<file path="src/rtl/long_wb_arb.sv">
// long_wb_arb: round-robin writeback/commit arbiter for long-latency units (MUL/DIV/LSU).
// Optional macro LONG_WB_BYPASS_EN adds a zero-latency bypass when every slot is empty.
module long_wb_arb #(
  parameter int NUM_REQ         = 3,
  parameter int REG_ADDR_WIDTH  = 5,
  parameter int DATA_WIDTH      = 32,
  parameter int COMMIT_ID_WIDTH = 2
) (
  input  logic                                clk,
  input  logic                                rst,
  input  logic [NUM_REQ-1:0]                  req_valid_i,
  output logic [NUM_REQ-1:0]                  req_ready_o,
  input  logic [NUM_REQ*REG_ADDR_WIDTH-1:0]   req_rd_addr_i,
  input  logic [NUM_REQ-1:0]                  req_rd_we_i,
  input  logic [NUM_REQ*DATA_WIDTH-1:0]       req_data_i,
  input  logic [NUM_REQ*COMMIT_ID_WIDTH-1:0]  req_commit_id_i,
  input  logic                                short_wb_valid_i,
  output logic                                wb_we_o,
  output logic [REG_ADDR_WIDTH-1:0]           wb_rd_addr_o,
  output logic [DATA_WIDTH-1:0]               wb_data_o,
  output logic                                commit_valid_o,
  output logic [COMMIT_ID_WIDTH-1:0]          commit_id_o,
  output logic                                busy_o
);

  localparam int PTR_W = $clog2(NUM_REQ);

  logic [NUM_REQ-1:0]         r_hold_valid;
  logic [NUM_REQ-1:0]         r_hold_we;
  logic [REG_ADDR_WIDTH-1:0]  r_hold_addr [NUM_REQ];
  logic [DATA_WIDTH-1:0]      r_hold_data [NUM_REQ];
  logic [COMMIT_ID_WIDTH-1:0] r_hold_id   [NUM_REQ];
  logic [PTR_W-1:0]           r_rr_ptr;

  logic [NUM_REQ-1:0] w_grant;
  logic [NUM_REQ-1:0] w_bypass;
  logic [NUM_REQ-1:0] w_load;
  logic               w_found;
  logic [PTR_W-1:0]   w_sel;
  logic [PTR_W-1:0]   w_cand;
  logic [PTR_W-1:0]   w_next_ptr;

  always_comb begin
    w_grant  = '0;
    w_bypass = '0;
    w_found  = 1'b0;
    w_sel    = '0;
    w_cand   = '0;
    if (!short_wb_valid_i) begin
      for (int unsigned k = 0; k < NUM_REQ; k++) begin
        w_cand = PTR_W'((32'(r_rr_ptr) + k) % NUM_REQ);
        if (!w_found && r_hold_valid[w_cand]) begin
          w_grant[w_cand] = 1'b1;
          w_found         = 1'b1;
          w_sel           = w_cand;
        end
      end
    end
`ifdef LONG_WB_BYPASS_EN
    // Bypass only when no slot is held, so it can never compete with a held grant.
    if (!short_wb_valid_i && (r_hold_valid == '0) && $onehot(req_valid_i)) begin
      w_bypass = req_valid_i;
      for (int unsigned i = 0; i < NUM_REQ; i++)
        if (req_valid_i[i]) w_sel = PTR_W'(i);
    end
`endif

    wb_we_o        = 1'b0;
    wb_rd_addr_o   = '0;
    wb_data_o      = '0;
    commit_valid_o = 1'b0;
    commit_id_o    = '0;
    if (w_found) begin
      commit_valid_o = 1'b1;
      commit_id_o    = r_hold_id[w_sel];
      wb_we_o        = r_hold_we[w_sel] && (r_hold_addr[w_sel] != '0);
      wb_rd_addr_o   = r_hold_addr[w_sel];
      wb_data_o      = r_hold_data[w_sel];
    end else if (|w_bypass) begin
      commit_valid_o = 1'b1;
      commit_id_o    = req_commit_id_i[w_sel*COMMIT_ID_WIDTH +: COMMIT_ID_WIDTH];
      wb_rd_addr_o   = req_rd_addr_i[w_sel*REG_ADDR_WIDTH +: REG_ADDR_WIDTH];
      wb_we_o        = req_rd_we_i[w_sel] && (wb_rd_addr_o != '0);
      wb_data_o      = req_data_i[w_sel*DATA_WIDTH +: DATA_WIDTH];
    end
  end

  assign w_next_ptr  = (32'(w_sel) == NUM_REQ - 1) ? '0 : w_sel + 1'b1;
  assign req_ready_o = ~r_hold_valid | w_grant;
  assign w_load      = req_valid_i & req_ready_o & ~w_bypass;
  assign busy_o      = |r_hold_valid;

  always_ff @(posedge clk) begin
    if (rst) begin
      r_hold_valid <= '0;
      r_rr_ptr     <= '0;
    end else begin
      for (int unsigned i = 0; i < NUM_REQ; i++) begin
        if (w_load[i]) begin
          r_hold_valid[i] <= 1'b1;
          r_hold_we[i]    <= req_rd_we_i[i];
          r_hold_addr[i]  <= req_rd_addr_i[i*REG_ADDR_WIDTH +: REG_ADDR_WIDTH];
          r_hold_data[i]  <= req_data_i[i*DATA_WIDTH +: DATA_WIDTH];
          r_hold_id[i]    <= req_commit_id_i[i*COMMIT_ID_WIDTH +: COMMIT_ID_WIDTH];
        end else if (w_grant[i]) begin
          r_hold_valid[i] <= 1'b0;
        end
      end
      if (commit_valid_o) r_rr_ptr <= w_next_ptr;
    end
  end

endmodule

</file>
<file path="config.mk">
export PLATFORM = sky130hd
export DESIGN_NAME = long_wb_arb
export DESIGN_NICKNAME = d
export VERILOG_FILES = /design/src/rtl/long_wb_arb.sv
export SDC_FILE = /design/constraint.sdc
export NUM_CORES = 1
export LEC_CHECK = 0
export BUFFER_PORTS_ARGS = -buffer_cell sky130_fd_sc_hd__buf_2
export CAP_MARGIN = 20
export CORE_MARGIN = 2
export CORE_UTILIZATION = 50
export DETAILED_ROUTE_END_ITERATION = 7
export GPL_ROUTABILITY_DRIVEN = 0
export GPL_TIMING_DRIVEN = 0
export PLACE_DENSITY = 0.8
export SETUP_SLACK_MARGIN = 0.02
export SYNTH_ARGS = -nofsm -noshare
export SYNTH_HDL_FRONTEND = slang
export SYNTH_SLANG_ARGS = --single-unit
</file>
<file path="constraint.sdc">
create_clock -name clk -period 7.58 [get_ports clk]
set_input_delay 0 -clock clk [delete_from_list [all_inputs] [get_ports clk]]
set_output_delay 0 -clock clk [all_outputs]
set_load 0.01 [all_outputs]
</file>
==> impl_table.tex <==
\begin{tabular}{lr}
\hline
Metric & Value \\
\hline
\multicolumn{2}{l}{\textbf{Worst setup path}} \\
Endpoint required time on the critical path & approximately 7.8 ns \\
Worst EP arrival & approximately 4.1 ns \\
Critical path fanouts, max & 12 \\
Critical path capture point type & flop \\
Worst setup path category & flop to flop \\
Kind of start point of the critical path & flop \\
\multicolumn{2}{l}{\textbf{Yosys}} \\
Count of warnings emitted by yosys & 0 \\
Cell Area, Synth & approximately 5000 um2 \\
Library cell with the largest summed area after synthesis & edfxtp\_1 \\
Main combinational cell family by area after synthesis & compound AO/OA/AOI/OAI gates \\
Synthesized-area fraction occupied by and/or/nand/nor cells & a little over 6\% \\
Synthesized netlist cell count & between 300 and 400 \\
Mean cell area of the mapped netlist & about 15 um2 \\
Synth Area in Adders & about 1.2\% \\
Dominant cells by area after synthesis & edfxtp\_1 73\%, a222oi\_1 4.4\%, a21oi\_1 2.5\%, inv\_1 2.3\%, dfxtp\_1 2.0\% \\
Number of unique standard cell types used by synthesis & 45 \\
Mux share of post-synthesis cell area & less than 1\% \\
Sequential share of the synthesized area & between 70\% and 80\% \\
Portion of synthesized cell area occupied by the leading cell type & between 70\% and 80\% \\
Post-synthesis net count & about 450 \\
Post-synthesis sequential element count & between 100 and 150 \\
Xor/xnor share of the synthesized area & 0\% \\
Share of the synthesized area in compound gates (AO/OA/AOI/OAI) & about an eighth \\
\multicolumn{2}{l}{\textbf{Routing}} \\
Overall routed net length & about 17000 um \\
Via-per-instance ratio & roughly 5.6 \\
Drt drc & 0 \\
Number of nets with antenna violations after routing & 0 \\
DR pass1 iterations & 7 \\
DRC violation total after the first TritonRoute iteration & 514 \\
Average wire per cell in the routed design & between 20 and 25 um \\
Via count & 4418 \\
\multicolumn{2}{l}{\textbf{CTS}} \\
Count of H-tree levels built during CTS & 4 \\
CTS tree & done \\
TritonCTS buffer count & 17 \\
Bufs on Longest Clock Path & 2 \\
Sink count of the clock tree & between 100 and 150 \\
Post-CTS Resized & 0 \\
Hold buffers post-CTS & approximately 130 \\
Clock transition at the register clock pins on the worst setup and hold paths after CTS & roughly 0.06 ns \\
Setup fix buffers added after clock tree synthesis & 0 \\
Clock network latency to the later pin of the worst-skew pair & between 0.5 and 0.6 ns \\
CTS Root Buffer Type & clkbuf\_8 \\
\multicolumn{2}{l}{\textbf{Timing}} \\
Final worst path period need & 3.88 ns \\
Number of failing setup endpoints in the final timing report & 0 \\
Fin. max-slew vios & 0 \\
Final Hold Slack & $\sim$0.18 ns \\
Endpoints failing hold & 0 \\
Final clock period utilization by the worst path & 51.1\% \\
Maximum clock frequency & roughly 260 MHz \\
Worst max-slew margin expressed relative to the limit & between 30\% and 40\% \\
Unrepaired setup endpoints after global routing & no \\
Skew final & approximately 0.012 ns \\
Setup TNS & 0 ns \\
Worst Max-Slew Pin Slew & around 0.99 ns \\
\multicolumn{2}{l}{\textbf{Global route}} \\
Pin count of the biggest net entering global routing & 17 \\
Wire length of the first global-routing pass & approximately 27000 um \\
Number of antenna violations at the first check in global routing & 1 \\
Remaining Overflow, GRT & 0 \\
Global routing usage summed across all routing layers & between 30\% and 40\% \\
Via count of the first global-routing pass & approximately 4800 \\
\multicolumn{2}{l}{\textbf{Status}} \\
Run status & finished, final reports clean \\
\multicolumn{2}{l}{\textbf{Power}} \\
Maximum vdd drop & 0.218 mV \\
Static Leak & around 3.3 nW \\
Total power divided by cell area & between 200 and 300 nW/um2 \\
\multicolumn{2}{l}{\textbf{Finish}} \\
Fraction of layout instances using a drive strength above 1 & a little over a third \\
Final net count & just under 800 \\
Number of fill cells in the layout & roughly 460 \\
Area added between synthesis and finish & 61.0\% \\
\multicolumn{2}{l}{\textbf{Floorplan}} \\
Number of ports placed on the die boundary & $\sim$170 \\
Effective utilization at floorplan & 51.2\% \\
Number of rows created at floorplan & 36 \\
Core Region & about 9700 um2 \\
Floorplan die width & a little over 100 um \\
Die area & 10700 um2 \\
Vertical die dimension & a little over 100 um \\
\multicolumn{2}{l}{\textbf{Place}} \\
Detail Placement HPWL & approximately 8900 um \\
Number of input and output port buffers inserted & 169 \\
\multicolumn{2}{l}{\textbf{Run}} \\
Max Cap Viol & 0 \\
\multicolumn{2}{l}{\textbf{Worst hold path}} \\
Type of the most critical hold path & primary input to flop \\
\hline
\end{tabular}
flip-flops by register name, indices dropped and copies added, names as in the netlist:
name and flops:
r_hold_data 96, r_hold_addr 15, r_hold_id 6, r_hold_valid 3, r_hold_we 3, r_rr_ptr 2
logic make-up (layout without fill, tap and decap cells):
kind of cell,after synthesis,count (layout)
AO/OA/AOI/OAI,84,84
multiplexers,2,2
buffers and inverters,49,386
AND/OR/NAND/NOR,56,56
flip-flops,125,125
adder cells (fa/ha/maj),5,5
other,0,2
area by class of cell:
type,count,area (um2),share of cell area (%)
flip-flops and latches,125,3700,46.3
clock inverters,14,191,2.40
repair buffers,306,2240,28.0
well taps,133,166,2.08
plain buffers,19,114,1.42
multi-input cells,147,1050,13.1
diodes,2,5.00,0.0626
inverters,30,113,1.41
clock buffers,17,414,5.18
metrics by stage:
step | utilization (%) | instance area (um2) | setup slack (ns) | power (mW) | instances
final | 82.5 | 7990 | 3.70 | 2.06 | 793
after global routing | 82.5 | 7990 | 3.35 | 2.12 | 793
after CTS | 82.5 | 7990 | 3.72 | 2.03 | 791
after detailed placement | 63.1 | 6110 | 3.75 | 1.15 | 633
after global placement | 61.7 | 5970 | 0.0800 | 1.14 | 623
after floorplan | - | 4960 | 2.07 | 1.01 | 321
layout by cell type (no fill, tap or decap), drive strengths merged, types with 2 or more instances in the layout:
cell / count
a22oi: 13
a222oi: 22
nand3: 2
diode: 2
clkinv: 6
dlygate4sd3: 127
dfxtp: 5
or3b: 2
nand2b: 2
bufinv: 4
nor2: 11
a21oi: 25
edfxtp: 120
a31oi: 2
and2b: 2
o2111ai: 2
nor2b: 3
a221oi: 3
buf: 190
o21ai: 9
nand2: 19
inv: 33
nor3: 4
ha: 4
or3: 2
nor3b: 4
a22o: 4
clkbuf: 25
power breakdown:
part	switching, mW	total [mW]	leakage, nW	internal (mW)
logic	0.221	0.401	1.89	0.180
registers	0.0144	0.812	1.15	0.798
clock network	0.314	0.847	0.292	0.533
total	0.550	2.06	3.33	1.51
per-layer routing:
layer | wire [um] | track usage [%] | up-vias
met5 | 0 | 0 | -
met4 | 681 | 17.2 | 0
met3 | 1530 | 9.50 | 54
met2 | 9100 | 58.8 | 334
met1 | 6130 | 37.2 | 2113
li1 | - | - | 1917
cells in the mapped netlist (all sizes together):
| library cell | n |
|---|---|
| o211ai | 1 |
| nor2 | 11 |
| a41oi | 1 |
| clkbuf | 8 |
| maj3 | 1 |
| a22oi | 13 |
| o2111ai | 2 |
| a32oi | 1 |
| nand3 | 2 |
| and3 | 1 |
| edfxtp | 120 |
| or3 | 2 |
| a31oi | 2 |
| nand2 | 19 |
| nand2b | 2 |
| nor4b | 1 |
| buf | 11 |
| or2 | 1 |
| o21ai | 9 |
| and2 | 1 |
| a211o | 1 |
| mux2 | 1 |
| a22o | 4 |
| nor3 | 4 |
| ha | 4 |
| or3b | 2 |
| mux2i | 1 |
| nand4 | 1 |
| dfxtp | 5 |
| and2b | 2 |
| nor2b | 3 |
| a222oi | 22 |
| inv | 30 |
| nor3b | 4 |
| a21oi | 25 |
| a221oi | 3 |
critical path: stages (launching register included):
cell	delay, ns
dfxtp_1	0.39
inv_1	0.09
ha_1	0.38
clkbuf_1	0.25
nor4b_1	0.37
a31oi_1	0.07
o21ai_0	0.26
a21oi_1	0.13
o21ai_0	0.34
nor3b_2	0.87
buf_8	0.24
buf_6	0.19
worst paths after layout:
check                   startpoint                 end  slack [ns]  depth (start not counted)
hold reg to reg        r_rr_ptr[1]         r_rr_ptr[1]        0.56                          2
hold / removal    req_rd_addr_i[1]   r_hold_addr[0][1]        0.18                          2
setup reg to reg       r_rr_ptr[0]  r_hold_data[2][10]        3.70                         11
setup / recovery       r_rr_ptr[0]  r_hold_data[2][10]        3.70                         11
No activity file was read; power rests on OpenSTA's default activity.
